<file path="config.mk">
export PLATFORM = sky130hd
export DESIGN_NAME = pc_sequencer
export DESIGN_NICKNAME = d
export VERILOG_FILES = /design/src/rtl/pc_sequencer_pkg.sv /design/src/rtl/pc_sequencer_pc_next_sel.sv /design/src/rtl/pc_sequencer.sv
export SDC_FILE = /design/constraint.sdc
export NUM_CORES = 1
export LEC_CHECK = 0
export CELL_PAD_IN_SITES_DETAIL_PLACEMENT = 1
export CELL_PAD_IN_SITES_GLOBAL_PLACEMENT = 1
export CORE_MARGIN = 2
export CORE_UTILIZATION = 34
export DETAILED_ROUTE_END_ITERATION = 10
export PLACE_DENSITY = 0.87
export SYNTH_ARGS = -nofsm -noshare
export SYNTH_HDL_FRONTEND = slang
export SYNTH_SLANG_ARGS = --single-unit
</file>
<file path="constraint.sdc">
create_clock -name clk -period 5.5 [get_ports clk]
set_clock_uncertainty 0.1 [all_clocks]
set_input_delay 1.1 -clock clk [delete_from_list [all_inputs] [get_ports clk]]
set_output_delay 1.1 -clock clk [all_outputs]
set_load 0.1 [all_outputs]
</file>
<file path="src/rtl/pc_sequencer_pkg.sv">
// Shared definitions for the PC sequencer: datapath width, word alignment
// constants, FSM state encoding and next-PC select codes.
package pc_sequencer_pkg;

    localparam int DATA_WIDTH = 32;

    // Instructions are word aligned; the PC advances one word per transfer.
    localparam int                    ALIGN_BITS = 2;
    localparam logic [DATA_WIDTH-1:0] PC_STEP    = DATA_WIDTH'(1) << ALIGN_BITS;
    localparam logic [DATA_WIDTH-1:0] ALIGN_MASK = {{(DATA_WIDTH-ALIGN_BITS){1'b1}},
                                                    {ALIGN_BITS{1'b0}}};

    typedef enum logic [1:0] {
        S_FETCH  = 2'd0,
        S_ISSUE  = 2'd1,
        S_HALTED = 2'd2
    } state_t;

    typedef enum logic [1:0] {
        PCSEL_HOLD  = 2'd0,
        PCSEL_INC   = 2'd1,
        PCSEL_REDIR = 2'd2,
        PCSEL_TRAP  = 2'd3
    } pcsel_t;

endpackage

</file>
<file path="src/rtl/pc_sequencer_pc_next_sel.sv">
// pc_next_sel: combinational next-PC selector.
// Ports:
//   i_rst      reset active, forces RESET_VECTOR
//   i_sel      select code (hold / +step / redirect / trap)
//   i_pc       current PC
//   i_target   redirect destination (low bits are cleared to word alignment)
//   o_pc_next  selected next PC
module pc_next_sel
    import pc_sequencer_pkg::*;
#(
    parameter logic [DATA_WIDTH-1:0] RESET_VECTOR = '0,
    parameter logic [DATA_WIDTH-1:0] TRAP_VECTOR  = DATA_WIDTH'(32'h0000_0100)
) (
    input  logic                  i_rst,
    input  pcsel_t                i_sel,
    input  logic [DATA_WIDTH-1:0] i_pc,
    input  logic [DATA_WIDTH-1:0] i_target,
    output logic [DATA_WIDTH-1:0] o_pc_next
);

    always_comb begin
        o_pc_next = i_pc;
        if (i_rst) begin
            o_pc_next = RESET_VECTOR;
        end else begin
            case (i_sel)
                PCSEL_HOLD:  o_pc_next = i_pc;
                // Addition wraps naturally at 2^DATA_WIDTH.
                PCSEL_INC:   o_pc_next = i_pc + PC_STEP;
                PCSEL_REDIR: o_pc_next = i_target & ALIGN_MASK;
                PCSEL_TRAP:  o_pc_next = TRAP_VECTOR;
                default:     o_pc_next = i_pc;
            endcase
        end
    end

endmodule

</file>
<file path="src/rtl/pc_sequencer.sv">
// pc_sequencer: fetch/issue sequencer. Fetches one instruction word at the
// current PC, offers it to decode with a valid/ready handshake, then
// advances the PC. Trap, redirect and halt override normal sequencing in
// that priority order.
// Ports:
//   clk, rst                 clock, asynchronous active-high reset
//   imem_req/imem_addr       fetch request (level) and address
//   imem_ready/imem_rdata    one-cycle fetch response and data
//   inst_valid/inst_ready    decode handshake
//   inst_out/inst_pc         offered instruction and its PC
//   redirect/redirect_target branch/jump taken and destination
//   trap, halt               trap entry, stop fetching
//   pc_out                   architectural PC
//   issue_cnt                count of accepted instructions (wraps)
module pc_sequencer
    import pc_sequencer_pkg::*;
#(
    parameter logic [DATA_WIDTH-1:0] RESET_VECTOR = '0,
    parameter logic [DATA_WIDTH-1:0] TRAP_VECTOR  = DATA_WIDTH'(32'h0000_0100)
) (
    input  logic                  clk,
    input  logic                  rst,
    output logic                  imem_req,
    output logic [DATA_WIDTH-1:0] imem_addr,
    input  logic                  imem_ready,
    input  logic [DATA_WIDTH-1:0] imem_rdata,
    output logic                  inst_valid,
    input  logic                  inst_ready,
    output logic [DATA_WIDTH-1:0] inst_out,
    output logic [DATA_WIDTH-1:0] inst_pc,
    input  logic                  redirect,
    input  logic [DATA_WIDTH-1:0] redirect_target,
    input  logic                  trap,
    input  logic                  halt,
    output logic [DATA_WIDTH-1:0] pc_out,
    output logic [DATA_WIDTH-1:0] issue_cnt
);

    state_t                r_state;
    logic [DATA_WIDTH-1:0] r_pc;
    logic [DATA_WIDTH-1:0] r_inst;
    logic [DATA_WIDTH-1:0] r_inst_pc;
    logic [DATA_WIDTH-1:0] r_cnt;
    // Set on the first clock edge after reset release, so the fetch request
    // appears one cycle after rst drops rather than combinationally with it.
    logic                  r_run;

    state_t                w_state_next;
    pcsel_t                w_pcsel;
    logic                  w_latch;
    logic                  w_xfer;
    logic [DATA_WIDTH-1:0] w_pc_next;

    pc_next_sel #(
        .RESET_VECTOR (RESET_VECTOR),
        .TRAP_VECTOR  (TRAP_VECTOR)
    ) u_pc_next_sel (
        .i_rst     (rst),
        .i_sel     (w_pcsel),
        .i_pc      (r_pc),
        .i_target  (redirect_target),
        .o_pc_next (w_pc_next)
    );

    always_ff @(posedge clk or posedge rst) begin
        if (rst) begin
            r_state   <= S_FETCH;
            r_pc      <= RESET_VECTOR;
            r_inst    <= '0;
            r_inst_pc <= '0;
            r_cnt     <= '0;
            r_run     <= 1'b0;
        end else begin
            r_run   <= 1'b1;
            r_state <= w_state_next;
            r_pc    <= w_pc_next;
            if (w_latch) begin
                r_inst    <= imem_rdata;
                r_inst_pc <= r_pc;
            end
            if (w_xfer) begin
                r_cnt <= r_cnt + DATA_WIDTH'(1);
            end
        end
    end

    // Overriding events are checked before the per-state behaviour, so a
    // coincident imem_ready or inst_ready is dropped whenever one fires.
    always_comb begin
        w_state_next = r_state;
        w_pcsel      = PCSEL_HOLD;
        w_latch      = 1'b0;
        w_xfer       = 1'b0;
        if (trap) begin
            w_state_next = S_FETCH;
            w_pcsel      = PCSEL_TRAP;
        end else if (r_state != S_HALTED && redirect) begin
            w_state_next = S_FETCH;
            w_pcsel      = PCSEL_REDIR;
        end else if (r_state != S_HALTED && halt) begin
            w_state_next = S_HALTED;
        end else begin
            case (r_state)
                S_FETCH: begin
                    if (r_run && imem_ready) begin
                        w_latch      = 1'b1;
                        w_state_next = S_ISSUE;
                    end
                end
                S_ISSUE: begin
                    if (inst_ready) begin
                        w_xfer       = 1'b1;
                        w_pcsel      = PCSEL_INC;
                        w_state_next = S_FETCH;
                    end
                end
                S_HALTED: w_state_next = S_HALTED;
                default:  w_state_next = S_FETCH;
            endcase
        end
    end

    assign imem_req   = r_run && (r_state == S_FETCH);
    assign imem_addr  = r_pc;
    assign inst_valid = (r_state == S_ISSUE);
    assign inst_out   = r_inst;
    assign inst_pc    = r_inst_pc;
    assign pc_out     = r_pc;
    assign issue_cnt  = r_cnt;

endmodule

</file>
Word-level counts from Yosys, hierarchy flattened
Index checks and enable logic that the tools add are counted.

word-level totals
  flip-flop bits (word level) = 131
  bits of input ports = 71
  output and inout bits = 162
  word-level logic and storage cells = 47

cells by class
  $add $sub $neg = 2
  eq/ne operators = 9
  mux-type cells = 23
  reductions and logical operators = 7

operators by type and width
  operator               count
  $pmux 32 s3            1
  $add 32x1->32 const B  1
  $add 32x3->32 const B  1
  $mux 32                1
  $mux 2                 7
  $mux 1                 13
  $eq 2x2->1 const B     3
  $pmux 2 s3             1
  $ne 5x1->1 const B     1
  $ne 5x5->1 const B     1
  $eq 2x1->1 const B     2
  $logic_and 1x1->1      4
  $logic_not 2->1        2
  $ne 2x2->1 const B     2
  $reduce_and 2->1       1

Depth between registers and ports, before layout
Gate-level depths: netlist of run 1.

  depth after elaboration = 8
  mapped depth = 7

By module
A second synthesis of run 1 with hierarchy kept.

unflattened totals
  cells, all modules = 599
  area, all modules = 6676.4 um^2

by module, submodules not included
  module        times used  cells an instance  area each (um^2)  sequential area each (um^2)
  pc_sequencer  1           352                5101.1            3278.1
  pc_next_sel   1           247                1575.3            0.0

Least setup slack after synthesis of run 1
No wires, ideal clock.

  kind = input to register
  start point = input rst
  end point = register r_pc[20] (netlist: imem_addr[20])
  arrival time = 4.226 ns
  required time = 5.313 ns
  path slack = 1.087 ns
  stages on the path = 4
  cell sequence = clkbuf_1 inv_1 nand3_1 o21ai_0

on the way
  word-level cells in the longest chain between the ends = 1

RTL lines
  item                                                    line                source
  start: declaration                                      pc_sequencer.sv:22  input logic rst,
  $ne 2x2->1 (no source line) or $mux 32 (tied branches)  -
  end signal: assignment                                  pc_sequencer.sv:76  r_pc <= w_pc_next;
  end: declaration                                        pc_sequencer.sv:40  logic [DATA_WIDTH-1:0] r_pc;

Several ways; a longest one is shown, not always the timed one.
A chain may end at the register's enable or synchronous reset.

Worst setup path after layout of run 1
  start point = register r_state[0]
  end point = output imem_req

on the way
  word-level cells in the longest chain between the ends = 2

RTL lines
  item                      line                 source
  start: declaration        pc_sequencer.sv:39   state_t r_state;
  start signal: assignment  pc_sequencer.sv:75   r_state <= w_state_next;
  $logic_not 2->1           pc_sequencer.sv:123  assign imem_req = r_run && (r_state == S_FETCH);
  $logic_and 1x1->1         pc_sequencer.sv:123
  end: declaration          pc_sequencer.sv:23   output logic imem_req,

No other way between the ends.

==> reports/metrics.csv, run 1 <==
stage,metric,value,unit
clock_network,clock tree root driver cell,clkbuf_16,
final_layout,register area,3178,um^2
setup_path,required time of the worst setup path,4.30,ns
global_routing,number of antenna violations at the first check in global routing,0,
placement,half-perimeter wire length after placement,14280,um
final_layout,layout-stage area growth over the synthesis result,47.29,%
synthesis,flip-flop and latch count after synthesis,127,
clock_network,Post-CTS Setup Repair Bufs,0,
synthesis,gate count of the mapped netlist,530,
sta,RSZ-0062 raised after global routing,false,
synthesis,yosys warns,0,
clock_network,Num CTS Buffers,17,
final_layout,antenna cells,0,
placement,RD Place Congestion,0.8042,
setup_path,FF-to-FF setup slack,2.94,ns
synthesis,top_reg_cell synth,dfrtp_1,
synthesis,synthesized area divided by synthesized cell count,11.47,um^2
placement,IO buf count,224,
final_layout,"commonest cells after routing, fill and taps aside","224 x clkdlybuf4s50_1, 127 x dfrtp_1, 55 x mux2_2",
run,maximum capacitance violations,0,
clock_network,number of clock sinks,127,
sta,worst slew pin tran,1.130,ns
sta,final max-slew violation count,0,
final_layout,ratio of cells with drive above 1 in the final layout,14.32,%
die,initial cell density of the core,34.91,%
final_layout,total area of multi-input combinational cells,2545,um^2
clock_network,htree depth,4,
setup_path,Setup CP Type,reg -> out,
clock_network,number of cells upsized or downsized after cts,0,
die,Core Box Area,17420,um^2
clock_network,number of buffers added to fix hold violations after cts,0,
final_layout,number of filler instances in the final layout,1824,
worst_hold_path,hold path start,issue_cnt[31],
sta,Worst slew margin,24.46,%
die,die extent in y,137.7,um
clock_network,maximum buffer depth of the clock tree,2,
setup_path,"Arr. time, crit path",2.31,ns
synthesis,post-synth top area cell,dfrtp_1,
route,"antenna viol nets, final",0,
setup_path,critical path peak fanout,9,
synthesis,share of flip-flops with an asynchronous set or reset,100.0,%
clock_network,clock-pin transition on the worst setup and hold timing paths,0.05,ns
pwr,static power due to leakage,3.619,nW
sta,highest clock rate,284.8,MHz
setup_path,delay contributed by the slowest stage of the critical path,1.20,ns
die,total die area,18970,um^2
global_routing,largest net degree at the start of global routing,93,
pwr,power density of the placed cells,375.5,nW/um^2
setup_path,critical path launch point,r_state[0],
worst_hold_path,worst hold-check path type,reg -> reg,
global_routing,via count of the first global-routing pass,5461,
global_routing,GRT Util Overall,21.00,%
pwr,total power,3.363,mW
final_layout,"leading cell type in the layout, fill and taps excluded",clkdlybuf4s50_1,
synthesis,Synth area leaders,"dfrtp_1 52%, mux2_2 10%, xnor2_1 5.2%",
route,post-DR vias/cell,5.278,
sta,Final Hold Vio Count,0,
synthesis,Synth top area share,52.27,%
route,total wirelength of the detailed-routed design,19810,um
clock_network,TritonCTS clock tree,done,
sta,total of endpoints with negative setup slack in the final report,0,
sta,"Min Clock Period, post-route",3.511,ns
setup_path,startpoint of the worst register-to-register path,imem_addr[3],
final_layout,"Net count, final",800,
global_routing,sum of overflow across all layers after global routing,0,
die,Chip Width,137.7,um
setup_path,cells along the critical path,"nor3b_1, clkdlybuf4s50_1",
setup_path,crit end category,primary output,
synthesis,fraction of the yosys area taken by sequential cells,52.27,%
synthesis,library cells used by synthesis,55,
status,outcome,completed,
global_routing,wire length of the first global-routing pass,30110,um
pwr,"IR drop worst, VDD",0.3193,mV
route,routed vias,5093,
die,top-level port count,233,
synthesis,number of enable-type register cells in the synthesized netlist,0,
clock_network,later-pin clock latency in the skew report,0.42,ns
route,number of search-and-repair iterations in the first detailed-routing pass,4,
sta,Final TNS setup,0,ns
route,count of routing violations after the opening detailed-route iteration,290,
route,DRC violation count after routing,0,
die,floorplan row count,48,
route,post-DR wirelength/cell,20.52,um
setup_path,Slowest cell on crit path,clkdlybuf4s50_1,
setup_path,category of the worst setup path launch point,flip-flop,
synthesis,post-synth design cell area,6080,um^2
sta,crit share post-route,63.84,%
-- registers in the layout (all words and copies together) (netlist names) --
| register | cells |
|---|---|
| imem_addr | 30 |
| inst_out | 32 |
| inst_pc | 30 |
| issue_cnt | 32 |
| r_run | 1 |
| r_state | 2 |
-- Yosys cell counts, types with 6 or more instances --
cell type,count
mux2_2,55
mux2_1,7
a21oi_1,17
xnor2_1,36
buf_4,36
nand3_1,28
nor3_1,9
buf_2,11
and3_1,8
o21ai_0,15
clkbuf_1,10
nand4_1,21
nor4_1,6
nor2_1,22
xor2_1,10
nand2_1,31
and4_1,7
dfrtp_1,127
-- metrics by stage --
stage | instances | util, % | setup WS [ns] | hold WS [ns] | instance area [um^2]
2_1_floorplan | 535 | - | 0.7014 | 0.4744 | 6098
3_3_place_gp | 933 | 47.74 | 1.811 | 0.3625 | 8315
3_5_place_dp | 933 | 47.74 | 1.745 | 0.3812 | 8315
4_1_cts | 965 | 51.42 | 1.943 | 0.3897 | 8955
5_1_grt | 965 | 51.42 | 1.876 | 0.4180 | 8955
6_report | 965 | 51.42 | 1.989 | 0.3819 | 8955
-- per-layer routing --
layer,track usage [%],vias to the layer above,wire [um]
met3,5.887,25,1601
met1,24.57,2599,7827
met4,7.653,0,348
met2,36.73,188,10030
li1,-,2281,-
met5,0,-,0
-- report_power, final --
group | internal, mW | leakage, nW | switching, mW | total, mW
Sequential | 1.02 | 1.71 | 0.0598 | 1.08
Combinational | 0.254 | 1.61 | 0.808 | 1.06
Clock | 0.786 | 0.303 | 0.440 | 1.23
Total | 2.06 | 3.62 | 1.31 | 3.36
-- critical path, delay by kind of cell (launching register included) --
kind                   cells  cell delay, ns
buffers and inverters      1            1.20
DFF                        1            0.46
and+or+nand+nor            1            0.22
-- final timing paths --
path / to / cells after the start
worst max-delay path: imem_req / 2
min in group asynchronous: imem_addr[31] / 2
worst min register to register: issue_cnt[31] / 1
worst min-delay path: issue_cnt[31] / 1
worst max register to register: imem_addr[18] / 6
max in group asynchronous: inst_pc[21] / 3
-- layout make-up --
| type | instances | area share (%) |
|---|---|---|
| Clock buffer | 20 | 5.100 |
| Inverter | 5 | 0.2655 |
| Clock inverter | 12 | 2.040 |
| Sequential cell | 127 | 35.49 |
| Tap cell | 225 | 3.144 |
| Timing Repair Buffer | 230 | 25.54 |
| Multi-Input combinational cell | 346 | 28.42 |
-- logic make-up after synthesis --
kind of cell	after synthesis	synth area share, %
AO/OA/AOI/OAI	73	8.109
flip-flops	127	52.27
other	2	0.1235
adder cells (fa/ha/maj)	2	0.4115
buffers and inverters	62	6.277
XOR/XNOR	46	6.627
AND/OR/NAND/NOR	156	14.69
multiplexers	62	11.48
(Power assumes the default switching activity.)
==> run 2: changes to the inputs <==
- clock period: 5.5 -> 3.6 ns (I/O delays scaled with it)
==> reports/metrics.csv, run 2 (same netlist as run 1, synthesis figures left out) <==
stage,metric,value,unit,change
final_layout,ratio of cells with drive above 1 in the final layout,26.64,%,was 14.32%
final_layout,"leading cell type in the layout, fill and taps excluded",clkdlybuf4s50_1,,unchanged
global_routing,wire length of the first global-routing pass,30680,um,was 30110 um
route,DRC violation count after routing,0,,unchanged
setup_path,category of the worst setup path launch point,flip-flop,,unchanged
die,die extent in y,137.7,um,unchanged
run,maximum capacitance violations,0,,unchanged
clock_network,maximum buffer depth of the clock tree,2,,unchanged
setup_path,critical path peak fanout,4,,was 9
sta,Worst slew margin,32.55,%,was 24.46%
die,initial cell density of the core,34.91,%,unchanged
setup_path,cells along the critical path,clkdlybuf4s50_1,,"was nor3b_1, clkdlybuf4s50_1"
route,total wirelength of the detailed-routed design,19550,um,was 19810 um
clock_network,TritonCTS clock tree,done,,unchanged
setup_path,total stage count of the critical path,1,,was 2
die,top-level port count,233,,unchanged
setup_path,delay contributed by the slowest stage of the critical path,1.19,ns,was 1.20 ns
final_layout,antenna cells,0,,unchanged
sta,highest clock rate,350.1,MHz,
placement,IO buf count,224,,unchanged
sta,Final TNS setup,0,ns,unchanged
global_routing,largest net degree at the start of global routing,115,,was 93
setup_path,crit end category,primary output,,unchanged
placement,RD Place Congestion,0.8240,,was 0.8042
die,floorplan row count,48,,unchanged
setup_path,R2R depth,5,,was 6
setup_path,Setup CP Type,reg -> out,,unchanged
route,"antenna viol nets, final",0,,unchanged
die,Chip Width,137.7,um,unchanged
pwr,static power due to leakage,3.802,nW,was 3.619 nW
global_routing,sum of overflow across all layers after global routing,0,,unchanged
route,post-DR wirelength/cell,20.11,um,was 20.52 um
clock_network,Num CTS Buffers,17,,unchanged
setup_path,"Arr. time, crit path",2.04,ns,was 2.31 ns
setup_path,FF-to-FF setup slack,1.04,ns,was 2.94 ns
final_layout,"commonest cells after routing, fill and taps aside","138 x clkdlybuf4s50_1, 127 x dfrtp_1, 97 x buf_4",,"was 224 x clkdlybuf4s50_1, 127 x dfrtp_1, 55 x mux2_2"
global_routing,via count of the first global-routing pass,5642,,was 5461
sta,final max-slew violation count,0,,unchanged
clock_network,htree depth,4,,unchanged
final_layout,"Net count, final",807,,was 800
route,number of search-and-repair iterations in the first detailed-routing pass,5,,was 4
die,total die area,18970,um^2,unchanged
clock_network,number of clock sinks,127,,unchanged
die,Core Box Area,17420,um^2,unchanged
sta,"Min Clock Period, post-route",2.856,ns,
setup_path,required time of the worst setup path,2.78,ns,was 4.30 ns
route,routed vias,5092,,was 5093
clock_network,number of cells upsized or downsized after cts,0,,unchanged
setup_path,dominant delay contributor by cell family on the critical path,buffers and inverters,,unchanged
setup_path,worst path buffer plus inverter count,1,,unchanged
clock_network,clock tree root driver cell,clkbuf_16,,unchanged
sta,worst slew pin tran,1.009,ns,was 1.130 ns
route,count of routing violations after the opening detailed-route iteration,300,,was 290
worst_hold_path,hold path start,issue_cnt[19],,was issue_cnt[31]
sta,RSZ-0062 raised after global routing,false,,unchanged
worst_hold_path,worst hold-check path type,reg -> reg,,unchanged
setup_path,capture instance of the worst register-to-register path,imem_addr[25],,was imem_addr[18]
status,outcome,completed,,unchanged
clock_network,later-pin clock latency in the skew report,0.42,ns,about the same
route,post-DR vias/cell,5.239,,was 5.278
pwr,power density of the placed cells,566.5,nW/um^2,was 375.5 nW/um^2
setup_path,Slowest cell on crit path,clkdlybuf4s50_1,,unchanged
sta,total of endpoints with negative setup slack in the final report,0,,unchanged
setup_path,startpoint of the worst register-to-register path,imem_addr[4],,was imem_addr[3]
sta,Final Hold Vio Count,0,,unchanged
global_routing,GRT Util Overall,21.03,%,was 21.00%
clock_network,number of buffers added to fix hold violations after cts,0,,unchanged
worst_hold_path,"Endpoint, Worst Hold",issue_cnt[19],,was issue_cnt[31]
final_layout,layout-stage area growth over the synthesis result,44.04,%,was 47.29%
global_routing,number of antenna violations at the first check in global routing,0,,unchanged
placement,half-perimeter wire length after placement,14180,um,was 14280 um
sta,Final Hold Slack,0.3881,ns,was 0.3819 ns
pwr,"IR drop worst, VDD",0.4645,mV,was 0.3193 mV
worst_hold_path,number of stages on the worst hold path,1,,unchanged
clock_network,clock-pin transition on the worst setup and hold timing paths,0.06,ns,was 0.05 ns
clock_network,Post-CTS Setup Repair Bufs,0,,unchanged
sta,crit share post-route,79.34,%,
final_layout,number of filler instances in the final layout,1851,,was 1824
[run 2: cell count changes in the layout (fill, tap and decap cells not counted), sizes merged]
cell	delta
buf	+93
clkinvlp	+1
clkdlybuf4s50	-86
clkinv	+2
clkbuf	-1
bufinv	-2
[run 2: worst max-delay path by stage]
stage | startpoint | to | slack (ns)
6_report | issue_cnt[24] | issue_cnt[24] | 0.74
3_3_place_gp | redirect | imem_addr[30] | 0.46
3_5_place_dp | redirect | imem_addr[30] | 0.37
2_1_floorplan | rst | imem_addr[20] | 0.09
4_1_cts | issue_cnt[24] | issue_cnt[24] | 0.73
5_1_grt | redirect | imem_addr[30] | 0.65
[run 2: per-layer routing]
layer	GRT usage (%)	part of all wire, %
met1	25.07	40
met2	36.59	51
met3	5.519	7.2
met4	7.483	1.9
met5	0	0
[run 2: final cells by class]
| class | count | area (um^2) | area share (%) |
|---|---|---|---|
| repair buffers | 237 | 2150 | 24.55 |
| well taps | 225 | 281.5 | 3.215 |
| clock buffers | 19 | 442.9 | 5.058 |
| flip-flops and latches | 127 | 3178 | 36.29 |
| clock inverters | 13 | 137.6 | 1.572 |
| inverters | 5 | 22.52 | 0.2572 |
| multi-input cells | 346 | 2545 | 29.06 |
[run 2: per-stage QoR]
stage	area, um^2	util [%]	worst slack [ns]	power, mW	cells
after global placement	8177	46.95	0.4624	3.254	940
after CTS	8757	50.28	0.7308	5.009	972
after detailed placement	8177	46.95	0.3732	3.294	940
final	8757	50.28	0.7439	4.961	972
after global routing	8757	50.28	0.6537	5.130	972
after floorplan	6102	-	0.09319	2.867	535
[run 2: report_power, final]
part | switching (mW) | total [mW] | internal, mW
combinational | 1.23 | 1.62 | 0.384
clock | 0.662 | 1.70 | 1.04
sequential | 0.0899 | 1.64 | 1.55
